### src/rtl/id_stage_pipe.sv
// id_stage_pipe: ARM-style instruction decode stage with a built-in ID/EXE
// output register, condition check against status flags, a register file
// with write-back bypass, and a saturating counter of condition-failed
// instructions.
//
// Handshake: a transfer into the stage happens on a rising edge when
// in_valid & in_ready are both 1 (flush forces in_ready high so IF can drain,
// but whatever is accepted under flush is dropped). The output register holds
// its contents while out_valid=1 and out_ready=0; out_valid never depends
// combinationally on out_ready.
module id_stage_pipe #(
  parameter int DATA_W     = 32,
  parameter int REG_ADDR_W = 4,
  parameter int NUM_REGS   = 16,
  parameter int SQ_CNT_W   = 16
) (
  input  logic                  clk,
  input  logic                  rst,
  input  logic                  in_valid,
  output logic                  in_ready,
  input  logic [31:0]           instruction,
  input  logic [DATA_W-1:0]     pc_in,
  input  logic [3:0]            status_reg,
  input  logic                  hazard,
  input  logic                  flush,
  input  logic                  wb_wb_en,
  input  logic [REG_ADDR_W-1:0] wb_dest,
  input  logic [DATA_W-1:0]     wb_value,
  output logic                  out_valid,
  input  logic                  out_ready,
  output logic [DATA_W-1:0]     pc_out,
  output logic                  mem_r_en,
  output logic                  mem_w_en,
  output logic                  wb_en,
  output logic                  b,
  output logic                  s,
  output logic [3:0]            exe_cmd,
  output logic [REG_ADDR_W-1:0] src1,
  output logic [REG_ADDR_W-1:0] src2,
  output logic [REG_ADDR_W-1:0] dest,
  output logic                  imm,
  output logic                  two_src,
  output logic [11:0]           shift_operand,
  output logic [23:0]           signed_imm_24,
  output logic [DATA_W-1:0]     val_rn,
  output logic [DATA_W-1:0]     val_rm,
  output logic [SQ_CNT_W-1:0]   squash_cnt
);

  // When every index is implemented the range check collapses to 1.
  localparam bit FULL_RF = (NUM_REGS == (1 << REG_ADDR_W));

  function automatic logic rf_in_range(input logic [REG_ADDR_W-1:0] idx);
    if (FULL_RF) return 1'b1;
    return (32'(idx) < NUM_REGS);
  endfunction

  // Register file and output register state
  logic [DATA_W-1:0]     r_regs [NUM_REGS];
  logic                  r_out_valid;
  logic [DATA_W-1:0]     r_pc;
  logic                  r_mem_r_en, r_mem_w_en, r_wb_en, r_b, r_s;
  logic [3:0]            r_exe_cmd;
  logic [REG_ADDR_W-1:0] r_src1, r_src2, r_dest;
  logic                  r_imm, r_two_src;
  logic [11:0]           r_shift_operand;
  logic [23:0]           r_signed_imm_24;
  logic [DATA_W-1:0]     r_val_rn, r_val_rm;
  logic [SQ_CNT_W-1:0]   r_squash_cnt;

  // Decode wires
  logic [1:0]            w_mode;
  logic [3:0]            w_op;
  logic                  w_sbit;
  logic [3:0]            w_cond;
  logic                  w_cmd_mr, w_cmd_mw, w_cmd_wb, w_cmd_b, w_cmd_s;
  logic [3:0]            w_cmd_exe;
  logic                  w_cond_ok;
  logic [REG_ADDR_W-1:0] w_src1, w_src2, w_dest;
  logic                  w_imm;
  logic                  w_accept;
  logic [DATA_W-1:0]     w_val_rn, w_val_rm;

  assign w_mode = instruction[27:26];
  assign w_op   = instruction[24:21];
  assign w_sbit = instruction[20];
  assign w_cond = instruction[31:28];
  assign w_imm  = instruction[25];
  assign w_src1 = REG_ADDR_W'(instruction[19:16]);
  assign w_dest = REG_ADDR_W'(instruction[15:12]);
  // Stores read the data register through the second port.
  assign w_src2 = w_cmd_mw ? w_dest : REG_ADDR_W'(instruction[3:0]);

  assign in_ready = (rst & ~hazard & (~r_out_valid | out_ready)) | flush;
  assign w_accept = in_valid & in_ready;

  // Control decode from mode/opcode/S, before the condition check
  always_comb begin
    w_cmd_exe = 4'b0000;
    w_cmd_mr  = 1'b0;
    w_cmd_mw  = 1'b0;
    w_cmd_wb  = 1'b0;
    w_cmd_b   = 1'b0;
    w_cmd_s   = 1'b0;
    case (w_mode)
      2'b00: begin
        w_cmd_wb = 1'b1;
        w_cmd_s  = w_sbit;
        case (w_op)
          4'b1101: w_cmd_exe = 4'b0001; // MOV
          4'b1111: w_cmd_exe = 4'b1001; // MVN
          4'b0100: w_cmd_exe = 4'b0010; // ADD
          4'b0101: w_cmd_exe = 4'b0011; // ADC
          4'b0010: w_cmd_exe = 4'b0100; // SUB
          4'b0110: w_cmd_exe = 4'b0101; // SBC
          4'b0000: w_cmd_exe = 4'b0110; // AND
          4'b1100: w_cmd_exe = 4'b0111; // ORR
          4'b0001: w_cmd_exe = 4'b1000; // EOR
          4'b1010: begin                // CMP
            w_cmd_exe = 4'b0100;
            w_cmd_wb  = 1'b0;
            w_cmd_s   = 1'b1;
          end
          4'b1000: begin                // TST
            w_cmd_exe = 4'b0110;
            w_cmd_wb  = 1'b0;
            w_cmd_s   = 1'b1;
          end
          default: begin
            w_cmd_wb = 1'b0;
            w_cmd_s  = 1'b0;
          end
        endcase
      end
      2'b01: begin
        w_cmd_exe = 4'b0010;
        w_cmd_mr  = w_sbit;
        w_cmd_wb  = w_sbit;
        w_cmd_mw  = ~w_sbit;
      end
      2'b10:   w_cmd_b = 1'b1;
      default: ;
    endcase
  end

  // ARM condition evaluation on {N,Z,C,V}
  always_comb begin
    w_cond_ok = 1'b0;
    case (w_cond)
      4'b0000: w_cond_ok = status_reg[2];
      4'b0001: w_cond_ok = ~status_reg[2];
      4'b0010: w_cond_ok = status_reg[1];
      4'b0011: w_cond_ok = ~status_reg[1];
      4'b0100: w_cond_ok = status_reg[3];
      4'b0101: w_cond_ok = ~status_reg[3];
      4'b0110: w_cond_ok = status_reg[0];
      4'b0111: w_cond_ok = ~status_reg[0];
      4'b1000: w_cond_ok = status_reg[1] & ~status_reg[2];
      4'b1001: w_cond_ok = ~status_reg[1] | status_reg[2];
      4'b1010: w_cond_ok = (status_reg[3] == status_reg[0]);
      4'b1011: w_cond_ok = (status_reg[3] != status_reg[0]);
      4'b1100: w_cond_ok = ~status_reg[2] & (status_reg[3] == status_reg[0]);
      4'b1101: w_cond_ok = status_reg[2] | (status_reg[3] != status_reg[0]);
      4'b1110: w_cond_ok = 1'b1;
      default: w_cond_ok = 1'b0;
    endcase
  end

  // Port 1 read (Rn) with same-cycle write-back bypass
  always_comb begin
    w_val_rn = '0;
    if (rf_in_range(w_src1)) begin
      if (wb_wb_en && (wb_dest == w_src1)) w_val_rn = wb_value;
      else                                 w_val_rn = r_regs[w_src1];
    end
  end

  // Port 2 read (Rm or store data) with same-cycle write-back bypass
  always_comb begin
    w_val_rm = '0;
    if (rf_in_range(w_src2)) begin
      if (wb_wb_en && (wb_dest == w_src2)) w_val_rm = wb_value;
      else                                 w_val_rm = r_regs[w_src2];
    end
  end

  // Register file write port; independent of stall and flush
  always_ff @(posedge clk) begin
    if (!rst) begin
      for (int i = 0; i < NUM_REGS; i++) r_regs[i] <= '0;
    end else if (wb_wb_en && rf_in_range(wb_dest)) begin
      r_regs[wb_dest] <= wb_value;
    end
  end

  // ID/EXE output register: flush, then accept, then drain, else hold
  always_ff @(posedge clk) begin
    if (!rst) begin
      r_out_valid     <= 1'b0;
      r_pc            <= '0;
      r_mem_r_en      <= 1'b0;
      r_mem_w_en      <= 1'b0;
      r_wb_en         <= 1'b0;
      r_b             <= 1'b0;
      r_s             <= 1'b0;
      r_exe_cmd       <= '0;
      r_src1          <= '0;
      r_src2          <= '0;
      r_dest          <= '0;
      r_imm           <= 1'b0;
      r_two_src       <= 1'b0;
      r_shift_operand <= '0;
      r_signed_imm_24 <= '0;
      r_val_rn        <= '0;
      r_val_rm        <= '0;
    end else if (flush) begin
      r_out_valid <= 1'b0;
    end else if (w_accept) begin
      r_out_valid     <= 1'b1;
      r_pc            <= pc_in;
      // A failed condition turns the instruction into a no-op for EXE.
      r_mem_r_en      <= w_cmd_mr & w_cond_ok;
      r_mem_w_en      <= w_cmd_mw & w_cond_ok;
      r_wb_en         <= w_cmd_wb & w_cond_ok;
      r_b             <= w_cmd_b & w_cond_ok;
      r_s             <= w_cmd_s & w_cond_ok;
      r_exe_cmd       <= w_cond_ok ? w_cmd_exe : 4'b0000;
      r_src1          <= w_src1;
      r_src2          <= w_src2;
      r_dest          <= w_dest;
      r_imm           <= w_imm;
      r_two_src       <= w_cmd_mw | ~w_imm;
      r_shift_operand <= instruction[11:0];
      r_signed_imm_24 <= instruction[23:0];
      r_val_rn        <= w_val_rn;
      r_val_rm        <= w_val_rm;
    end else if (out_ready) begin
      r_out_valid <= 1'b0;
    end
  end

  // Saturating count of accepted, non-flushed, condition-failed instructions
  always_ff @(posedge clk) begin
    if (!rst) begin
      r_squash_cnt <= '0;
    end else if (w_accept && !flush && !w_cond_ok && (r_squash_cnt != '1)) begin
      r_squash_cnt <= r_squash_cnt + SQ_CNT_W'(1);
    end
  end

  assign out_valid     = r_out_valid;
  assign pc_out        = r_pc;
  assign mem_r_en      = r_mem_r_en;
  assign mem_w_en      = r_mem_w_en;
  assign wb_en         = r_wb_en;
  assign b             = r_b;
  assign s             = r_s;
  assign exe_cmd       = r_exe_cmd;
  assign src1          = r_src1;
  assign src2          = r_src2;
  assign dest          = r_dest;
  assign imm           = r_imm;
  assign two_src       = r_two_src;
  assign shift_operand = r_shift_operand;
  assign signed_imm_24 = r_signed_imm_24;
  assign val_rn        = r_val_rn;
  assign val_rm        = r_val_rm;
  assign squash_cnt    = r_squash_cnt;

endmodule

### config.mk
export PLATFORM = sky130hd
export DESIGN_NAME = id_stage_pipe
export DESIGN_NICKNAME = d
export VERILOG_FILES = /design/src/rtl/id_stage_pipe.sv
export SDC_FILE = /design/constraint.sdc
export NUM_CORES = 1
export LEC_CHECK = 0
export CORE_MARGIN = 2
export CORE_UTILIZATION = 26
export CTS_CLUSTER_DIAMETER = 150
export DETAILED_ROUTE_END_ITERATION = 8
export HOLD_SLACK_MARGIN = 0.08
export MAX_ROUTING_LAYER = met4
export PLACE_DENSITY = 0.54
export SYNTH_ARGS = -nofsm -noshare
export SYNTH_HDL_FRONTEND = slang
export SYNTH_SLANG_ARGS = --single-unit
### constraint.sdc
create_clock -name clk -period 5.3 [get_ports clk]
set_input_delay 1.06 -clock clk [delete_from_list [all_inputs] [get_ports clk]]
set_output_delay 1.06 -clock clk [all_outputs]
set_load 0.01 [all_outputs]
# ---- Word level (Yosys, flattened, before mapping)
# Memory sizes are Yosys's and may differ from the RTL's. A register that Yosys moved wholly into a read port is not among the register bits.
# Cells that the tools add are included.
dict set report word_totals {
  regBits 108
  word_cells 113
  output_inout_bits 173
  ramBits 512
  input_bits 111
  mem_count 1
}
# name words word_bits read_ports rd_ports_with_merged_regs write_ports line_no
set mem_list {}
lappend mem_list {r_regs 16 32 2 2 16 59} ;# logic [DATA_W-1:0] r_regs [NUM_REGS];
dict set report classes {
  n_reduce_logical 19
  bitwise 25
  addsub 1
  n_mux 22
  eq_ne 29
}
# op count
set op_table {}
lappend op_table {{$eq A4 B4 Y1 const B} 12}
lappend op_table {{$pmux W4 S9} 1}
lappend op_table {{$mux W32} 1}
lappend op_table {{$reduce_or A32 Y1} 1}
lappend op_table {{$eq A4 B3 Y1 const B} 7}
lappend op_table {{$add A16 B1 Y16 const B} 1}
lappend op_table {{$ne A16 B16 Y1 const B} 1}
lappend op_table {{$pmux W1 S15} 1}
lappend op_table {{$mux W1} 13}
lappend op_table {{$eq A4 B2 Y1 const B} 3}
lappend op_table {{$mux W4} 3}
lappend op_table {{$and A1 B1 Y1} 10}
lappend op_table {{$not A1 Y1} 10}
lappend op_table {{$reduce_or A9 Y1} 1}
lappend op_table {{$eq A4 B1 Y1 const B} 2}
lappend op_table {{$logic_not A4 Y1} 2}
lappend op_table {{$pmux W4 S2} 1}
lappend op_table {{$reduce_or A2 Y1} 4}
lappend op_table {{$or A1 B1 Y1} 5}
lappend op_table {{$logic_and A1 B1 Y1} 4}
lappend op_table {{$logic_not A1 Y1} 4}
lappend op_table {{$pmux W1 S2} 2}
lappend op_table {{$eq A2 B1 Y1 const B} 1}
lappend op_table {{$eq A2 B2 Y1 const B} 1}
lappend op_table {{5 further kinds} 5}

# ---- Longest topological paths before layout
dict set report depth {
  word_depth 8
  depth_mapped 10
  depth_no_buf 6
}

# ---- Worst setup path after synthesis
# OpenSTA, ideal clock, no wires.
dict set report synth_path {
  kind {in2reg}
  startpoint {in rst}
  endpoint {mem r_regs[11][0] (enable)}
  path_buffers 2
  setup_ns 0.466
  cell_stages 5
  t_required_ns 4.834
  t_arrival_ns 4.192
  slack_ns 0.642
  cell_sequence {clkbuf_1 nand2_1 or3_1 clkbuf_1 o21ai_0}
}
# item line_no
set synth_rtl {}
lappend synth_rtl {{start: declaration} 18} ;# input logic rst,
lappend synth_rtl {{end: declaration} 59}

# ---- Worst setup path in the final report
dict set report layout_path {
  startpoint {in instruction[26]}
  endpoint {reg r_val_rm[15] (netlist: val_rm[15]) (read register of r_regs)}
}
dict set report layout_via {
  elab_chain_cells 3
}
# item line_no
set layout_lines {}
lappend layout_lines {{start: declaration} 21} ;# input logic [31:0] instruction,
lappend layout_lines {{$eq A2 B1 Y1} 105} ;# case (w_mode)
lappend layout_lines {{$mux W1} 105}
lappend layout_lines {{$mux W4} 92} ;# assign w_src2 = w_cmd_mw ? w_dest : REG_ADDR_W'(instruction[3:0]);
lappend layout_lines {{end: declaration} 68} ;# logic [DATA_W-1:0] r_val_rn, r_val_rm;
# No other way between the ends.
# A chain may end at the register's enable or synchronous reset.

==> run metrics <==
clk sink count 664; CTS tree done; Longest Clk Path Bufs 3; I/O Pins 284; Yosys top cell by area edfxtp_1; critical path capture point type flop; fraction of registers with async set/reset 0; Final Hold Viols 0; Max H-tree Level 3; Tmin final 3973 ps; GP Congestion 0.8132; WS Path Type in2reg; Post-DP Area 38,340 sq um; P_int 9.678 mW; post-synth top area share 0.4596; Max Freq 0.2517 GHz; Remaining DRCs 0; Switching Fraction 0.2551; Compound-Gate Fraction of Synth Area 0.07858; CTS Hold Bufs 0; die span in x 362.7 um; Final Setup Violations 0; Clock Power Share 0.423; largest net degree at the start of global routing 129; Fin Setup TNS 0 ps; routing usage on met1 0.2385; Via density 5.136; vias in the first global route 24,170; multiplexer share of the synthesized area 0.1389; Post-Syn Area per Cell 11.50 sq um; pre-CTS WS 827.1 ps; worst vdd ir 0.2051 mV; Psw 3.314 mW; layout cells sized above 1 0.1352; Static Leakage 14.05 nW; first-pass GRT wire length 177,800 um; hold slack 450.0 ps; die area 131,600 sq um; post-route insts no fill 4,807; Rows 131; cell count after placement 4,654; Post-Syn Instances 2,908; RSZ-0062 raised after global routing no; setup bufs post-CTS 0; Synth Area in XOR/XNOR 0.003665; largest family of logic cells by synthesized area simple AND/OR/NAND/NOR gates; GRT busiest layer met2; via count 24,690; Initial Util 0.2620; setup ws final 1327 ps; Gate power share 0.114; CP Launch Type primary input; wire per inst 25.97 um; r2r worst-path depth 6; initial antenna violation count 13; Area Overhead vs Synth 22.33%; number of flops mapped to enable cells by yosys 512; fin util 0.3205; clk root buf clkbuf_16; Num CTS Buffers 78; sequential share of the synthesized area 0.5505; Most used DFF post-synth edfxtp_1; Port Buffers 283; Synth Area in Simple Gates 0.1906; final setup skew 26.95 ps; detailed placement HPWL 75,350 um; Crit path required time 5820 ps; Yosys cell types 64; grt total ovfl 0; Detailed Route WL 124,800 um; Worst Hold Depth 2; top cells by area, synth edfxtp_1 (46%), mux4_2 (11%), and2_1 (9.6%), dfxtp_1 (9.1%), nand2_1 (5.5%); Reg clk slew, reported paths 50 ps; gr usage total 0.1908; Slew @ Worst Pin 1272 ps; nets 3,184; worst path arrival time 4500 ps; period utilisation layout 0.7496; met2 Use GR 0.3128; max-slew violations 0; DRT Pass-1 Iters 5; Die Ht 362.7 um; Max Cap Viol 0; sequential power share 0.463; most frequent cells after synthesis and2_1 (512), edfxtp_1 (512), nand2_1 (486), clkbuf_1 (206), a21oi_1 (167); Yosys reg bits 664; Synth warnings 0; Slew Limit Headroom 0.1495; initial drt markers 2,750; post-synthesis cell area 33,450 sq um; met3 track utilization from global routing 0.03809; Post-Synth Adder-Cell Area 0.0003740; Design Power 12.99 mW; CP Max Fanout 40; worst-skew pair later-pin latency 650 ps; core area 127,700 sq um; Post-Syn Nets 3,020; status finished, final reports clean; Resize count post-CTS 0; final instance area 40,920 sq um; Power Density 317.5 nW/um^2; antenna viol nets, final 0; Min-Delay Path Class reg2reg
[placed cells by master, fill, tap and decap left out, drive strengths merged, types with 5 or more instances in the layout]
| cell type | count |
|---|---|
| and2 | 512 |
| edfxtp | 512 |
| nand2 | 486 |
| clkdlybuf4s50 | 278 |
| a21oi | 169 |
| mux4 | 160 |
| dfxtp | 152 |
| clkbuf | 106 |
| mux2i | 103 |
| a32oi | 97 |
| o21ai | 93 |
| buf | 90 |
| nand3 | 78 |
| nor2 | 72 |
| nor4 | 36 |
| a31oi | 34 |
| clkinv | 26 |
| inv | 13 |
| nand2b | 12 |
| or3 | 10 |
| xnor2 | 10 |
| diode | 9 |
| nand4 | 9 |
| bufinv | 7 |
| nor3 | 7 |
| a211oi | 5 |
| and3 | 5 |
[flip-flops by register name, indices dropped and copies added, names as in the netlist]
register,count
shift_operand,11
two_src,1
mem_w_en,1
val_rn,32
exe_cmd,4
src2,4
pc_out,32
s,1
imm,1
src1,3
signed_imm_24,7
b,1
wb_en,1
r_regs,512
dest,3
out_valid,1
val_rm,32
mem_r_en,1
squash_cnt,16
[worst paths after layout]
| path | to | slack, ps | start |
|---|---|---|---|
| setup reg to reg | val_rm[15] | 2770 | out_valid |
| hold reg to reg | pc_out[26] | 450 | pc_out[26] |
| setup / recovery | val_rm[15] | 1330 | instruction[26] |
| hold / removal | pc_out[26] | 450 | pc_out[26] |
[power by group through the flow]
| stage | sequential (mW) | clock, mW | combinational [mW] |
|---|---|---|---|
| 5_1_grt | 6.04 | 5.77 | 1.57 |
| 6_report | 6.02 | 5.49 | 1.48 |
| 3_5_place_dp | 6.12 | 0 | 1.48 |
| 4_1_cts | 6.01 | 5.58 | 1.48 |
| 3_3_place_gp | 6.12 | 0 | 1.46 |
| 2_1_floorplan | 6.08 | 0 | 0.834 |
[critical path, cell delays in order]
cell and delay [ps]:
clkdlybuf4s50_1 610, nor4bb_1 610, a21o_2 990, buf_4 460
nand2_1 100, a32oi_1 200, a21oi_1 90, nor4_1 340
[layout make-up]
class	instances	area, sq um
Clock buffer	106	2161
Inverter	10	37.54
Tap cell	1662	2079
Clock inverter	38	402.9
Antenna cell	9	22.52
Multi-Input combinational cell	1950	14090
Timing Repair Buffer	368	3715
Fill cell	12710	86760
Sequential cell	664	18420
[kinds of logic (layout without fill, tap and decap cells)]
group	Yosys count	in the layout
other cells	0	9
buf+inv	294	522
mux	264	264
fa+ha+maj	1	1
flops	664	664
simple gates	1251	1251
compound gates	420	420
xor+xnor	14	14
[layer usage]
metal	part of all wire	wire length, um
met1	0.41	51030
met2	0.48	60330
met3	0.083	10310
met4	0.025	3150
met5	0	0
No activity file was read; power rests on OpenSTA's default activity.
